===== config.mk =====
export PLATFORM = sky130hd
export DESIGN_NAME = move_sequencer
export DESIGN_NICKNAME = d
export VERILOG_FILES = /design/src/rtl/move_sequencer.sv
export SDC_FILE = /design/constraint.sdc
export NUM_CORES = 1
export LEC_CHECK = 0
export CORE_UTILIZATION = 38
export DETAILED_ROUTE_END_ITERATION = 6
export GPL_TIMING_DRIVEN = 0
export MAX_ROUTING_LAYER = met4
export PLACE_DENSITY_LB_ADDON = 0.1
export SYNTH_ARGS = -nofsm -noshare
export SYNTH_HDL_FRONTEND = slang
export SYNTH_SLANG_ARGS = --single-unit
export TNS_END_PERCENT = 50

===== constraint.sdc =====
create_clock -name clk -period 4.6 [get_ports clk]
set_input_delay 0.69 -clock clk [delete_from_list [all_inputs] [get_ports clk]]
set_output_delay 0.69 -clock clk [all_outputs]
set_load 0.05 [all_outputs]

===== src/rtl/move_sequencer.sv =====
// One 2048 move: streams the four lines of the board through a shared merge unit,
// writes each merged line back in place and accumulates the score gain.
module move_sequencer #(
  parameter int unsigned TILE_W  = 4,
  parameter int unsigned SCORE_W = 16
) (
  input  logic                  clk,
  input  logic                  rst,
  input  logic                  start,
  input  logic [3:0]            dir,
  input  logic [16*TILE_W-1:0]  board_in,
  output logic                  line_req,
  output logic [4*TILE_W-1:0]   line_out,
  input  logic                  line_ack,
  input  logic [4*TILE_W-1:0]   line_in,
  input  logic [SCORE_W-1:0]    line_gain,
  output logic                  busy,
  output logic                  done,
  output logic [16*TILE_W-1:0]  board_out,
  output logic                  moved,
  output logic [SCORE_W-1:0]    gain
);

  localparam int unsigned BOARD_W = 16 * TILE_W;
  localparam int unsigned LINE_W  = 4 * TILE_W;

  typedef enum logic [1:0] {IDLE, ISSUE, WAIT, FINISH} state_t;
  typedef enum logic [1:0] {D_LEFT, D_RIGHT, D_UP, D_DOWN} dir_t;

  state_t               state;
  dir_t                 dir_q;
  dir_t                 dir_sel_c;
  logic [1:0]           k_q;
  logic [BOARD_W-1:0]   latch_q;
  logic [BOARD_W-1:0]   work_q;
  logic [SCORE_W-1:0]   acc_q;
  logic [LINE_W-1:0]    line_c;
  logic [BOARD_W-1:0]   scatter_c;
  logic [SCORE_W:0]     sum_c;
  logic [SCORE_W-1:0]   sat_c;
  logic [3:0]           idx;

  // Board cell feeding element j of line k; element 0 is the cell tiles slide toward.
  function automatic logic [3:0] cell_idx(input dir_t d, input logic [1:0] k,
                                          input logic [1:0] j);
    case (d)
      D_LEFT:  cell_idx = {k, j};
      D_RIGHT: cell_idx = {k, ~j};
      D_UP:    cell_idx = {j, k};
      default: cell_idx = {~j, k};
    endcase
  endfunction

  // Lowest set direction bit wins.
  always_comb begin
    if (dir[0])      dir_sel_c = D_LEFT;
    else if (dir[1]) dir_sel_c = D_RIGHT;
    else if (dir[2]) dir_sel_c = D_UP;
    else             dir_sel_c = D_DOWN;
  end

  // Gather line k from the working board and scatter the merged line back.
  always_comb begin
    line_c    = '0;
    scatter_c = work_q;
    idx       = '0;
    for (int j = 0; j < 4; j++) begin
      idx = cell_idx(dir_q, k_q, 2'(j));
      line_c[TILE_W*j +: TILE_W]              = work_q[TILE_W*32'(idx) +: TILE_W];
      scatter_c[TILE_W*32'(idx) +: TILE_W]    = line_in[TILE_W*j +: TILE_W];
    end
  end

  always_comb begin
    sum_c = {1'b0, acc_q} + {1'b0, line_gain};
    sat_c = sum_c[SCORE_W] ? '1 : sum_c[SCORE_W-1:0];
  end

  always_ff @(posedge clk) begin
    if (!rst) begin
      state     <= IDLE;
      dir_q     <= D_LEFT;
      k_q       <= '0;
      latch_q   <= '0;
      work_q    <= '0;
      acc_q     <= '0;
      line_req  <= 1'b0;
      line_out  <= '0;
      busy      <= 1'b0;
      done      <= 1'b0;
      board_out <= '0;
      moved     <= 1'b0;
      gain      <= '0;
    end else begin
      done <= 1'b0;
      case (state)
        IDLE: begin
          if (start && (dir != 4'b0000)) begin
            latch_q <= board_in;
            work_q  <= board_in;
            dir_q   <= dir_sel_c;
            acc_q   <= '0;
            k_q     <= '0;
            busy    <= 1'b1;
            state   <= ISSUE;
          end
        end
        ISSUE: begin
          line_out <= line_c;
          line_req <= 1'b1;
          state    <= WAIT;
        end
        WAIT: begin
          if (line_ack) begin
            work_q   <= scatter_c;
            acc_q    <= sat_c;
            line_req <= 1'b0;
            if (k_q == 2'd3) begin
              state <= FINISH;
            end else begin
              k_q   <= k_q + 2'd1;
              state <= ISSUE;
            end
          end
        end
        default: begin
          board_out <= work_q;
          moved     <= (work_q != latch_q);
          gain      <= acc_q;
          done      <= 1'b1;
          busy      <= 1'b0;
          state     <= IDLE;
        end
      endcase
    end
  end

endmodule

==> metrics.csv <==
metric;value;unit
status;completed;
fin_crit_sh;98.3;%
synth-seq-cells;250;
reg2regPathDepth;14;
cts.clk_slew.worst_paths;60;ps
finClkSkew;36.2;ps
synth.cell_area;16200;µm²
cp.arrival;4990;ps
grt_pass1_wl;120;mm
crit_buf_inv;6;
post-place-ws;-399;ps
place_congestion;1.07;
hold_depth;2;
layout_min_cycle_time;4520;ps
power.internal;6.06;mW
slew_violations;0;
ff2ff_setup_slack;80;ps
cts_tree;built;
crit_type;flop to flop;
drt_iter0_drc;2193;
dp_hpwl;66.1;mm
initial_core_util;38.6;%
clk_latency;610;ps
track_usage;39.5;%
cts.sinks;250;
via_per_inst;6.47;
crit_chain;buf_6 > buf_6 > buf_6 > buf_2 > a21oi_4 > buf_2 > ha_1 > clkbuf_1 > nor3b_1 > o21ai_1 > a211oi_2 > o41ai_4 > nor2_1 > a32o_1;
crit_path_top_delay_cell;o41ai_4;
placed_cell_area;18800;µm²
ys_types;103;
critPathCaptureType;flop;
cts_hold_buf;0;
ys.flop_type;dfxtp_1;
layout.nets;2341;
critPathMaxStageDelay;840;ps
ys_async_sr_fraction;0;%
grt_max_degree;16;
synth_top_cell_area_share;30.9;%
area_delta_synth_final;23.1;%
io_pins;204;
cts_buffers;29;
ant_nets;0;
fin_area;19900;µm²
power.density;610;nW/µm²
seq_area_frac_synth;30.9;%
synthTopCellsByArea;dfxtp_1, mux2i_1, nand2_1, mux4_2, o21ai_0;
syn_inst;1976;
critPathRequiredTime;5070;ps
worstReg2RegEnd;work_q[45];
peakVddDrop;0.283;mV
path_max_fanout;11;
grt.overflow.total;0;
antenna_found_initial;4;
grt_pass1_vias;16600;
clkPwrFrac;19.5;%
cap_violations;0;
yosysMostFrequentCell;nand2_1;
p_sw;6.10;mW
die_y;208;µm
synth_edf_count;0;
p_leak;6.95;nW
final_util;47.5;%
hold_violations;0;
fin_ws;77.8;ps
synth_warnings;0;
first_pass_iters;6;
io_buffers;197;
netlist_top_cells_count;nand2_1, dfxtp_1, nor2_1, o21ai_0, a21oi_1;
startpoint_type;flop;
relSlewSlack;15.5;%
crit_family;compound AO/OA/AOI/OAI gates;
setup_viol;0;
avgSynthCellArea;8.19;µm²
tightest_slew;1270;ps
drive_above_1_share;9.13;%
fmax;221;MHz
num_rows;75;
cts_root_buffer;clkbuf_16;
clock_path_buffers;3;
holdCritPathClass;flop to flop;
die_area;43400;µm²
pwr-share-seq;32.3;%
holdCritStartpoint;latch_q[54];
r2r-start;dir_q[1];
pwr-share-comb;48.2;%
fin_hold_ws;458;ps
wl_per_cell;31.1;µm
core;41900;µm²
vias;17900;
drc_errors;0;
cp_common_cell;buf_6;
whs_endpoint;latch_q[54];
routed_wl;86.0;mm
swShare;50.2;%
yosys.area.top_type;dfxtp_1;
die_w;208;µm
synth_fp_nets;2114;
h-tree-depth;1;
[repair_timing]
item,in CTS,in global routing
gates resized for setup,9,24
buffers inserted,1,0
endpoints found under the setup margin,42,46
[power by group through the flow]
| stage | clock, mW | sequential (mW) | combinational (mW) |
|---|---|---|---|
| 2_1_floorplan | 0 | 3.39 | 3.46 |
| 3_3_place_gp | 0 | 3.84 | 5.55 |
| 3_5_place_dp | 0 | 3.85 | 5.57 |
| 4_1_cts | 2.38 | 3.80 | 5.62 |
| 5_1_grt | 2.46 | 3.86 | 6.13 |
| 6_report | 2.37 | 3.93 | 5.86 |
[cell usage in the layout, fill, tap and decap left out, types with 11 or more instances in the layout]
cell type and n:
o21ai_0 131, o221ai_1 41, xnor2_1 23, nand3b_1 11
a211oi_1 14, nand2_1 289, or3_1 18, dfxtp_1 249
clkdlybuf4s50_1 197, nand4_1 12, xor2_1 40, mux4_2 31
and2_1 16, nor4_1 16, inv_1 33, mux2_2 12
nor3_1 12, o21ai_1 20, a21oi_1 128, nand3_1 72
o211ai_1 20, a31oi_1 57, buf_1 12, clkbuf_1 92
and3_1 11, nor2_1 157, ha_1 33, a221oi_1 12
buf_2 22, mux2i_1 121, nor2b_1 20, nand2b_1 16
a32o_1 16, clkbuf_16 29
[worst min-delay path: stages, from the launching register on]
cell and delay, ps:
dfxtp_1 310, nand2_1 50, a21oi_1 50
[cell families after synthesis]
group | share of synthesized area [%]
AND/OR/NAND/NOR | 20.4
adder cells (fa/ha/maj) | 2.67
AO/OA/AOI/OAI | 24.9
XOR/XNOR | 3.41
flip-flops | 30.9
buffers and inverters | 4.84
multiplexers | 12.9
[routing by layer]
metal	up-vias	track usage (%)	wire length, µm
met3	335	9.83	9700
li1	7779	-	-
met1	8506	49.5	34300
met2	1252	56.4	35600
met4	0	25.2	6410
met5	-	-	0
[worst max-delay path by stage]
stage	start	endpoint	depth (start not counted)
final	dir_q[1]	work_q[45]	14
after CTS	dir_q[0]	work_q[17]	14
after global placement	dir_q[0]	work_q[17]	13
after detailed placement	dir_q[1]	work_q[59]	13
after global routing	dir_q[1]	work_q[11]	15
after floorplan	dir_q[1]	work_q[12]	15
[state kept, by name, summed over array words and instances, names as in the netlist, 16 cells and up]
| name | count |
|---|---|
| line_out | 16 |
| board_out | 64 |
| acc_q | 16 |
| work_q | 64 |
| latch_q | 64 |
| gain | 16 |
[area by class of cell]
class / instances / area, µm²
Antenna cell: 1 / 2.50
Buffer: 135 / 634
Clock buffer: 43 / 828
Clock inverter: 9 / 116
Fill cell: 4211 / 22000
Inverter: 39 / 149
Multi-Input combinational cell: 1550 / 10500
Sequential cell: 250 / 5010
Tap cell: 539 / 674
Timing Repair Buffer: 198 / 1980
[per-stage QoR]
stage	setup TNS [ps]	cells	power (mW)
after floorplan	0	1976	6.86
after global placement	-14960	2712	9.39
after detailed placement	-6790	2712	9.42
after CTS	-355	2764	11.8
after global routing	-22.0	2764	12.5
final	0	2764	12.2
Note: power is estimated with default switching activity, not from simulation.
